File: config.mk
export PLATFORM = sky130hd
export DESIGN_NAME = qea_host_sequencer
export DESIGN_NICKNAME = d
export VERILOG_FILES = /design/src/rtl/qea_host_sequencer.sv
export SDC_FILE = /design/constraint.sdc
export NUM_CORES = 2
export LEC_CHECK = 0
export ABC_CLOCK_PERIOD_IN_PS = 4800
export BUFFER_PORTS_ARGS = -buffer_cell sky130_fd_sc_hd__buf_2
export CAP_MARGIN = 10
export CORE_AREA = 2 2 393 395
export DETAILED_ROUTE_END_ITERATION = 8
export DIE_AREA = 0 0 395 397
export SYNTH_ARGS = -nofsm -noshare
export SYNTH_HDL_FRONTEND = slang
export SYNTH_SLANG_ARGS = --single-unit
File: constraint.sdc
create_clock -name clk -period 4.8 [get_ports clk]
set_input_delay 0.96 -clock clk [delete_from_list [all_inputs] [get_ports clk]]
set_output_delay 0.96 -clock clk [all_outputs]
set_load 0.05 [all_outputs]
File: src/rtl/qea_host_sequencer.sv
// Host-side initiator for the QEA core: loads gate contexts, clears the state RAM to |0...0>,
// starts the core, times execution and streams the final state vector back out.
module qea_host_sequencer #(
  parameter int unsigned PE_NUM                  = 4,
  parameter int unsigned STATE_DATA_WIDTH        = 64,
  parameter int unsigned STATE_ADDR_WIDTH        = 16,
  parameter int unsigned GATE_CONTEXT_DATA_WIDTH = 64,
  parameter int unsigned GATE_CONTEXT_ADDR_WIDTH = 16,
  parameter int unsigned MAX_QBIT_WIDTH          = 6,
  parameter int unsigned RD_LAT                  = 1,
  parameter logic [STATE_DATA_WIDTH-1:0] INIT_AMP = 64'h4000_0000_0000_0000
) (
  input  logic                                 clk,
  input  logic                                 rst_n,
  input  logic                                 i_go,
  input  logic [MAX_QBIT_WIDTH-1:0]            i_qbit_num,
  input  logic [GATE_CONTEXT_ADDR_WIDTH:0]     i_ins_num,
  input  logic                                 i_ctx_valid,
  output logic                                 o_ctx_ready,
  input  logic [GATE_CONTEXT_DATA_WIDTH-1:0]   i_ctx_data,
  output logic                                 o_qea_start,
  output logic [MAX_QBIT_WIDTH-1:0]            o_qea_qbit_num,
  output logic                                 o_qea_ctx_en,
  output logic                                 o_qea_ctx_wea,
  output logic [GATE_CONTEXT_ADDR_WIDTH-1:0]   o_qea_ctx_addr,
  output logic [GATE_CONTEXT_DATA_WIDTH-1:0]   o_qea_ctx_data,
  output logic                                 o_qea_state_ena,
  output logic                                 o_qea_state_wea,
  output logic [STATE_ADDR_WIDTH-1:0]          o_qea_state_addr,
  output logic [PE_NUM*STATE_DATA_WIDTH-1:0]   o_qea_state_din,
  input  logic                                 i_qea_complete,
  input  logic [PE_NUM*STATE_DATA_WIDTH-1:0]   i_qea_state_dout,
  output logic                                 o_res_valid,
  output logic [PE_NUM*STATE_DATA_WIDTH-1:0]   o_res_data,
  output logic                                 o_res_last,
  input  logic                                 i_res_ready,
  output logic                                 o_busy,
  output logic                                 o_done,
  output logic                                 o_err,
  output logic [31:0]                          o_exec_cycles
);

  localparam int unsigned SW = PE_NUM * STATE_DATA_WIDTH;
  localparam int unsigned CW = STATE_ADDR_WIDTH + 1;         // word count incl. full range
  localparam int unsigned NW = GATE_CONTEXT_ADDR_WIDTH + 1;
  localparam logic [MAX_QBIT_WIDTH-1:0] QMin = MAX_QBIT_WIDTH'(2);
  localparam logic [MAX_QBIT_WIDTH-1:0] QMax = MAX_QBIT_WIDTH'(STATE_ADDR_WIDTH + 2);
  // INIT_AMP sits in the most significant PE slot
  localparam logic [SW-1:0] InitWord = SW'(INIT_AMP) << (SW - STATE_DATA_WIDTH);

  typedef enum logic [2:0] {StIdle, StLdCtx, StLdSt, StStart, StWait, StRead} state_e;

  state_e                             state_q, state_d;
  logic [MAX_QBIT_WIDTH-1:0]          qbit_q, qbit_d;
  logic [NW-1:0]                      ins_q, ins_d, ctx_cnt_q, ctx_cnt_d;
  logic [CW-1:0]                      nwords_q, nwords_d, cnt_q, cnt_d, res_cnt_q, res_cnt_d;
  logic [31:0]                        exec_q, exec_d;
  logic                               err_q, err_d, done_q, done_d, ctx_en_q, ctx_en_d;
  logic [GATE_CONTEXT_ADDR_WIDTH-1:0] ctx_addr_q, ctx_addr_d;
  logic [GATE_CONTEXT_DATA_WIDTH-1:0] ctx_data_q, ctx_data_d;
  logic [RD_LAT-1:0]                  pipe_q, pipe_d;
  logic [2:0]                         occ_q, occ_d, inflight;
  logic [1:0]                         wr_ptr_q, rd_ptr_q;
  logic [SW-1:0]                      fifo_q [4];
  logic                               q_bad, issue, push, pop, last_word;

  assign q_bad     = (i_qbit_num < QMin) || (i_qbit_num > QMax);
  assign push      = pipe_q[RD_LAT-1];
  assign pop       = (occ_q != 3'd0) && i_res_ready;
  assign last_word = (res_cnt_q == nwords_q - CW'(1));
  assign occ_d     = occ_q + 3'(push) - 3'(pop);

  assign o_busy         = (state_q != StIdle);
  assign o_done         = done_q;
  assign o_err          = err_q;
  assign o_exec_cycles  = exec_q;
  assign o_qea_qbit_num = qbit_q;
  assign o_qea_ctx_en   = ctx_en_q;
  assign o_qea_ctx_wea  = ctx_en_q;
  assign o_qea_ctx_addr = ctx_addr_q;
  assign o_qea_ctx_data = ctx_data_q;
  assign o_res_valid    = (occ_q != 3'd0);
  assign o_res_data     = fifo_q[rd_ptr_q];
  assign o_res_last     = o_res_valid && last_word;

  // Read-latency shift register and count of reads still in flight
  always_comb begin
    pipe_d    = pipe_q;
    pipe_d[0] = issue;
    for (int i = 1; i < int'(RD_LAT); i++) pipe_d[i] = pipe_q[i-1];
    inflight = 3'd0;
    for (int i = 0; i < int'(RD_LAT); i++) inflight = inflight + 3'(pipe_q[i]);
  end

  // Next-state logic and RAM-port outputs
  always_comb begin
    state_d          = state_q;
    qbit_d           = qbit_q;
    ins_d            = ins_q;
    nwords_d         = nwords_q;
    ctx_cnt_d        = ctx_cnt_q;
    cnt_d            = cnt_q;
    res_cnt_d        = res_cnt_q;
    exec_d           = exec_q;
    err_d            = 1'b0;
    done_d           = 1'b0;
    ctx_en_d         = 1'b0;
    ctx_addr_d       = ctx_addr_q;
    ctx_data_d       = ctx_data_q;
    o_ctx_ready      = 1'b0;
    o_qea_start      = 1'b0;
    o_qea_state_ena  = 1'b0;
    o_qea_state_wea  = 1'b0;
    o_qea_state_addr = '0;
    o_qea_state_din  = '0;
    issue            = 1'b0;
    unique case (state_q)
      StIdle: begin
        if (i_go) begin
          if (q_bad) begin
            err_d = 1'b1;
          end else begin
            qbit_d    = i_qbit_num;
            ins_d     = i_ins_num;
            nwords_d  = CW'(1) << (i_qbit_num - QMin);
            ctx_cnt_d = '0;
            cnt_d     = '0;
            state_d   = (i_ins_num == '0) ? StLdSt : StLdCtx;
          end
        end
      end
      StLdCtx: begin
        o_ctx_ready = 1'b1;
        if (i_ctx_valid) begin
          ctx_en_d   = 1'b1;
          ctx_addr_d = ctx_cnt_q[GATE_CONTEXT_ADDR_WIDTH-1:0];
          ctx_data_d = i_ctx_data;
          if (ctx_cnt_q == ins_q - NW'(1)) begin
            state_d = StLdSt;
            cnt_d   = '0;
          end else begin
            ctx_cnt_d = ctx_cnt_q + NW'(1);
          end
        end
      end
      StLdSt: begin
        o_qea_state_ena  = 1'b1;
        o_qea_state_wea  = 1'b1;
        o_qea_state_addr = cnt_q[STATE_ADDR_WIDTH-1:0];
        o_qea_state_din  = (cnt_q == '0) ? InitWord : '0;
        if (cnt_q == nwords_q - CW'(1)) begin
          state_d = StStart;
          cnt_d   = '0;
        end else begin
          cnt_d = cnt_q + CW'(1);
        end
      end
      StStart: begin
        o_qea_start = 1'b1;
        exec_d      = '0;
        state_d     = StWait;
      end
      StWait: begin
        if (exec_q != 32'hFFFF_FFFF) exec_d = exec_q + 32'd1;
        if (i_qea_complete) begin
          state_d   = StRead;
          cnt_d     = '0;
          res_cnt_d = '0;
        end
      end
      StRead: begin
        // Reserve a FIFO slot for every outstanding read so backpressure never drops data
        issue            = (cnt_q < nwords_q) && ((inflight + occ_q) < 3'd4);
        o_qea_state_ena  = issue;
        o_qea_state_addr = cnt_q[STATE_ADDR_WIDTH-1:0];
        if (issue) cnt_d = cnt_q + CW'(1);
        if (pop) begin
          res_cnt_d = res_cnt_q + CW'(1);
          if (last_word) begin
            done_d  = 1'b1;
            state_d = StIdle;
          end
        end
      end
      default: state_d = StIdle;
    endcase
  end

  // Control and counter registers
  always_ff @(posedge clk or negedge rst_n) begin
    if (!rst_n) begin
      state_q    <= StIdle;
      qbit_q     <= '0;
      ins_q      <= '0;
      nwords_q   <= '0;
      ctx_cnt_q  <= '0;
      cnt_q      <= '0;
      res_cnt_q  <= '0;
      exec_q     <= '0;
      err_q      <= 1'b0;
      done_q     <= 1'b0;
      ctx_en_q   <= 1'b0;
      ctx_addr_q <= '0;
      ctx_data_q <= '0;
      pipe_q     <= '0;
      occ_q      <= '0;
    end else begin
      state_q    <= state_d;
      qbit_q     <= qbit_d;
      ins_q      <= ins_d;
      nwords_q   <= nwords_d;
      ctx_cnt_q  <= ctx_cnt_d;
      cnt_q      <= cnt_d;
      res_cnt_q  <= res_cnt_d;
      exec_q     <= exec_d;
      err_q      <= err_d;
      done_q     <= done_d;
      ctx_en_q   <= ctx_en_d;
      ctx_addr_q <= ctx_addr_d;
      ctx_data_q <= ctx_data_d;
      pipe_q     <= pipe_d;
      occ_q      <= occ_d;
    end
  end

  // Four-entry result FIFO storage and pointers
  always_ff @(posedge clk or negedge rst_n) begin
    if (!rst_n) begin
      wr_ptr_q <= '0;
      rd_ptr_q <= '0;
      for (int i = 0; i < 4; i++) fifo_q[i] <= '0;
    end else begin
      if (push) begin
        fifo_q[wr_ptr_q] <= i_qea_state_dout;
        wr_ptr_q         <= wr_ptr_q + 2'd1;
      end
      if (pop) rd_ptr_q <= rd_ptr_q + 2'd1;
    end
  end

endmodule

==> results.txt <==
----------------------------------------------------
[Status]
  Status ... completed

[STA]
  Transition time at the pin with the least slew margin ... 1.05 ns
  Slew margin rel. ... 0.292
  Maximum clock skew at final layout ... 0.0226 ns
  Number of setup violations in the final report ... 0
  Maximum clock frequency ... 217 MHz
  Number of max-slew violations in the final report ... 0
  Final total negative setup slack ... 0 ns
  Share of the clock period used by the worst path ... 0.961
  RSZ-0062 raised after global routing ... false
  Final hold vios ... 0
  Clock period minus worst slack ... 4.61 ns

[Clock tree]
  Clock transition at the registers of the reported paths ... 0.06 ns
  Number of H-tree levels ... 4
  Count of hold buffers inserted by post-cts repair ... 0
  Worst-Skew Late Latency ... 0.77 ns
  TritonCTS buffer count ... 143
  Clock tree root buffer cell ... sky130_fd_sc_hd__clkbuf_16
  CTS tree ... done
  Total number of clock tree sinks ... 1,241
  Worst-case clock buffer depth ... 3

[Global route]
  Initial antenna violation count ... 57
  Pin count of the biggest net entering global routing ... 127
  Aggregate global routing overflow ... 0
  Wire length of the first global-routing pass ... 222 mm
  GRT Overall Usage ... 0.182
  Number of global-route vias before repair ... 35,978

[Layout]
  Share of layout cells above drive strength 1 ... 0.511
  Leading cell type in the layout, fill and taps excluded ... sky130_fd_sc_hd__dfrtp_1
  Top library cells by usage in the layout, fill and taps aside ... sky130_fd_sc_hd__dfrtp_1 (1,238), sky130_fd_sc_hd__mux2_2 (1,106), sky130_fd_sc_hd__buf_2 (748), sky130_fd_sc_hd__mux4_2 (256), sky130_fd_sc_hd__conb_1 (255)
  Cell area after layout ... 0.0677 mm²
  Final nets ... 5,067
  Area growth, synth to finish ... 18.1%
  Number of filler instances in the final layout ... 13,987
  Post-Layout Cell Count ... 6,857

[Die]
  Horizontal extent of the die ... 395 µm
  Die Footprint ... 0.157 mm²
  IO Pins ... 1,006
  Starting density of the core ... 0.374
  Y dimension of the die ... 397 µm
  Area of the placeable core ... 0.153 mm²
  Number of core rows ... 144

[Worst setup path]
  Cell family contributing the most delay on the critical path ... simple AND/OR/NAND/NOR gates
  Total buffers and inverters traversed by the critical path ... 3
  Worst-path maximum fanout ... 4
  CP Capture Type ... output pin
  Critical path's most frequent cell ... sky130_fd_sc_hd__nor4_4
  Delay of the slowest critical-path stage ... 0.57 ns
  WP data arrival ... 3.65 ns
  Element type at the critical path start ... flop
  CP cell instances ... inv_1, ha_4, or4b_4, nor4_4, xnor2_1, nand4_1, or4_4, nor4_4, buf_4, buf_8
  Type of the setup path with the least slack ... reg -> out
  Critical Path Slowest Stage Cell ... sky130_fd_sc_hd__or4_4
  Worst EP required ... 3.84 ns

[Worst hold path]
  Type of the tightest min-delay check ... in -> async

[Detailed routing]
  First-pass iteration count of the detailed router ... 5
  Final routed DRC violation total ... 0
  Routed met3 length ... 9.03 mm
  Met1 Wirelength ... 59.0 mm
  Highest routed layer ... met5
  Detail Route met2 WL ... 70.4 mm
  Post-Route WL ... 143 mm
  1st-iter DRT viols ... 1,619
  Via/cell ratio ... 5.05
  Routed WL per cell ... 20.9 µm
  Number of antenna-violating nets in the routed design ... 0
  Total via count in the routed design ... 34,632

[Power]
  Largest vdd supply drop ... 0.485 mV
  Reported leakage power ... 0.0300 µW
  Power density of the placed cells ... 665 mW/mm²

[Synthesis]
  Most frequently used flop master after synthesis ... sky130_fd_sc_hd__dfrtp_1
  Part of the Yosys area used for sequential elements ... 0.542
  Synth unique cells ... 77
  Summed instance area of the synthesized netlist ... 0.0573 mm²
  Yosys Warn Count ... 0
  Syn_area_per_cell ... 14.6 µm²
  Post-Synthesis Cells ... 3,924
  Post-synth ARST share ... 1.00
  Flop and latch count out of synthesis ... 1,241
  Number of flops mapped to enable cells by yosys ... 0

[Place]
  Number of input and output port buffers inserted ... 750
  Number of cells after detailed placement ... 6,579
  HPWL Detailed ... 97.0 mm
  Weighted congestion reported at the end of routability-driven placement ... 0.851
  Cell area after placement ... 0.0628 mm²

[Run]
  MaxCap Viol Count ... 0

----------------------------------------------------
## what timing repair did
item / CTS / global route
gates resized for setup: 6 / 6
setup endpoints to repair: 1 / 1
pin swaps: 0 / 2
setup buffers: 1 / 4
## logic make-up (layout without fill, tap and decap cells)
| logic type | after synthesis | count (layout) | share of synthesized area |
|---|---|---|---|
| buffers and inverters | 528 | 1144 | 0.0521 |
| AO/OA/AOI/OAI | 162 | 162 | 0.0181 |
| AND/OR/NAND/NOR | 469 | 469 | 0.0423 |
| flip-flops | 1241 | 1241 | 0.542 |
| adder cells (fa/ha/maj) | 33 | 33 | 0.00721 |
| multiplexers | 1366 | 1366 | 0.319 |
| other | 1 | 274 | 0.0000655 |
| XOR/XNOR | 124 | 124 | 0.0192 |
## through the flow
| stage | setup WS (ns) | utilization | hold WS, ns | total power, µW |
|---|---|---|---|---|
| 3_3_place_gp | 0.475 | 0.411 | 0.463 | 34200 |
| 3_5_place_dp | 0.491 | 0.411 | 0.458 | 34400 |
| 6_report | 0.187 | 0.442 | 0.222 | 45000 |
| 5_1_grt | 0.0145 | 0.442 | 0.211 | 47100 |
| 2_1_floorplan | 0.392 | - | 0.465 | 30100 |
| 4_1_cts | 0.0119 | 0.442 | 0.183 | 45500 |
## metal layers
layer | vias to the layer above | global-route usage
met4 | 52 | 0.0643
met1 | 18104 | 0.228
met5 | - | 0
met3 | 286 | 0.0523
li1 | 15292 | -
met2 | 898 | 0.300
## cells in the mapped netlist, types with 5 or more instances
| library cell | instances | area [µm²] |
|---|---|---|
| sky130_fd_sc_hd__o21a_1 | 5 | 37.5 |
| sky130_fd_sc_hd__mux4_2 | 256 | 5770 |
| sky130_fd_sc_hd__or3_1 | 28 | 175 |
| sky130_fd_sc_hd__and4_1 | 12 | 105 |
| sky130_fd_sc_hd__dfrtp_1 | 1241 | 31100 |
| sky130_fd_sc_hd__ha_1 | 33 | 413 |
| sky130_fd_sc_hd__nand2_1 | 125 | 469 |
| sky130_fd_sc_hd__buf_1 | 40 | 150 |
| sky130_fd_sc_hd__nand2b_1 | 14 | 87.6 |
| sky130_fd_sc_hd__xor2_1 | 58 | 508 |
| sky130_fd_sc_hd__nor2_1 | 109 | 409 |
| sky130_fd_sc_hd__buf_4 | 257 | 1930 |
| sky130_fd_sc_hd__o21ai_0 | 64 | 320 |
| sky130_fd_sc_hd__xnor2_1 | 65 | 569 |
| sky130_fd_sc_hd__nor4_1 | 29 | 181 |
| sky130_fd_sc_hd__nand3_1 | 35 | 175 |
| sky130_fd_sc_hd__and2_1 | 15 | 93.8 |
| sky130_fd_sc_hd__or4_1 | 14 | 105 |
| sky130_fd_sc_hd__nor3_1 | 18 | 90.1 |
| sky130_fd_sc_hd__o21ai_1 | 5 | 25.0 |
| sky130_fd_sc_hd__a21oi_1 | 32 | 160 |
| sky130_fd_sc_hd__mux2_2 | 1106 | 12500 |
| sky130_fd_sc_hd__clkbuf_1 | 173 | 649 |
| sky130_fd_sc_hd__nand4_1 | 18 | 113 |
| sky130_fd_sc_hd__and3_1 | 17 | 106 |
| sky130_fd_sc_hd__inv_1 | 50 | 188 |
## path summary, 6_finish.rpt
check / start / to / slack, ns / cells after the start
worst max-delay path: nwords_q[1] / o_res_last / 0.19 / 10
worst min-delay path: rst_n / fifo_q[787] / 0.22 / 1
worst max register to register: ins_q[0] / cnt_q[10] / 0.97 / 11
worst min register to register: o_qea_qbit_num[3] / o_qea_qbit_num[3] / 0.49 / 2
max in group asynchronous: rst_n / fifo_q[881] / 3.31 / 2
min in group clk: i_ins_num[14] / ins_q[14] / 0.41 / 3
## final cells by class
| type | instances | area (µm²) | share of cell area |
|---|---|---|---|
| flip-flops and latches | 1241 | 31100 | 0.459 |
| multi-input cells | 2409 | 24300 | 0.359 |
| repair buffers | 840 | 4840 | 0.0716 |
| clock buffers | 217 | 4190 | 0.0619 |
| well taps | 2044 | 2560 | 0.0378 |
| clock inverters | 37 | 479 | 0.00708 |
| inverters | 50 | 188 | 0.00277 |
| diodes | 19 | 47.5 | 0.000703 |
## power by group
group	internal, µW	total [µW]	switching, µW
Combinational	6870	19500	12700
Clock	6420	10800	4410
Sequential	13100	14600	1560
Total	26400	45000	18600
## registers in the layout, summed over array words and instances (netlist names)
register and cells:
nwords_q 17, o_qea_ctx_data 64, o_exec_cycles 32, res_cnt_q 17, cnt_q 17, o_err 1, o_qea_ctx_en 1, occ_q 3
ctx_cnt_q 17, pipe_q 1, o_qea_ctx_addr 16, o_done 1, fifo_q 1024, o_qea_qbit_num 6, wr_ptr_q 2, ins_q 17
state_q 3, rd_ptr_q 2
Power figures use the tool's default switching activity.
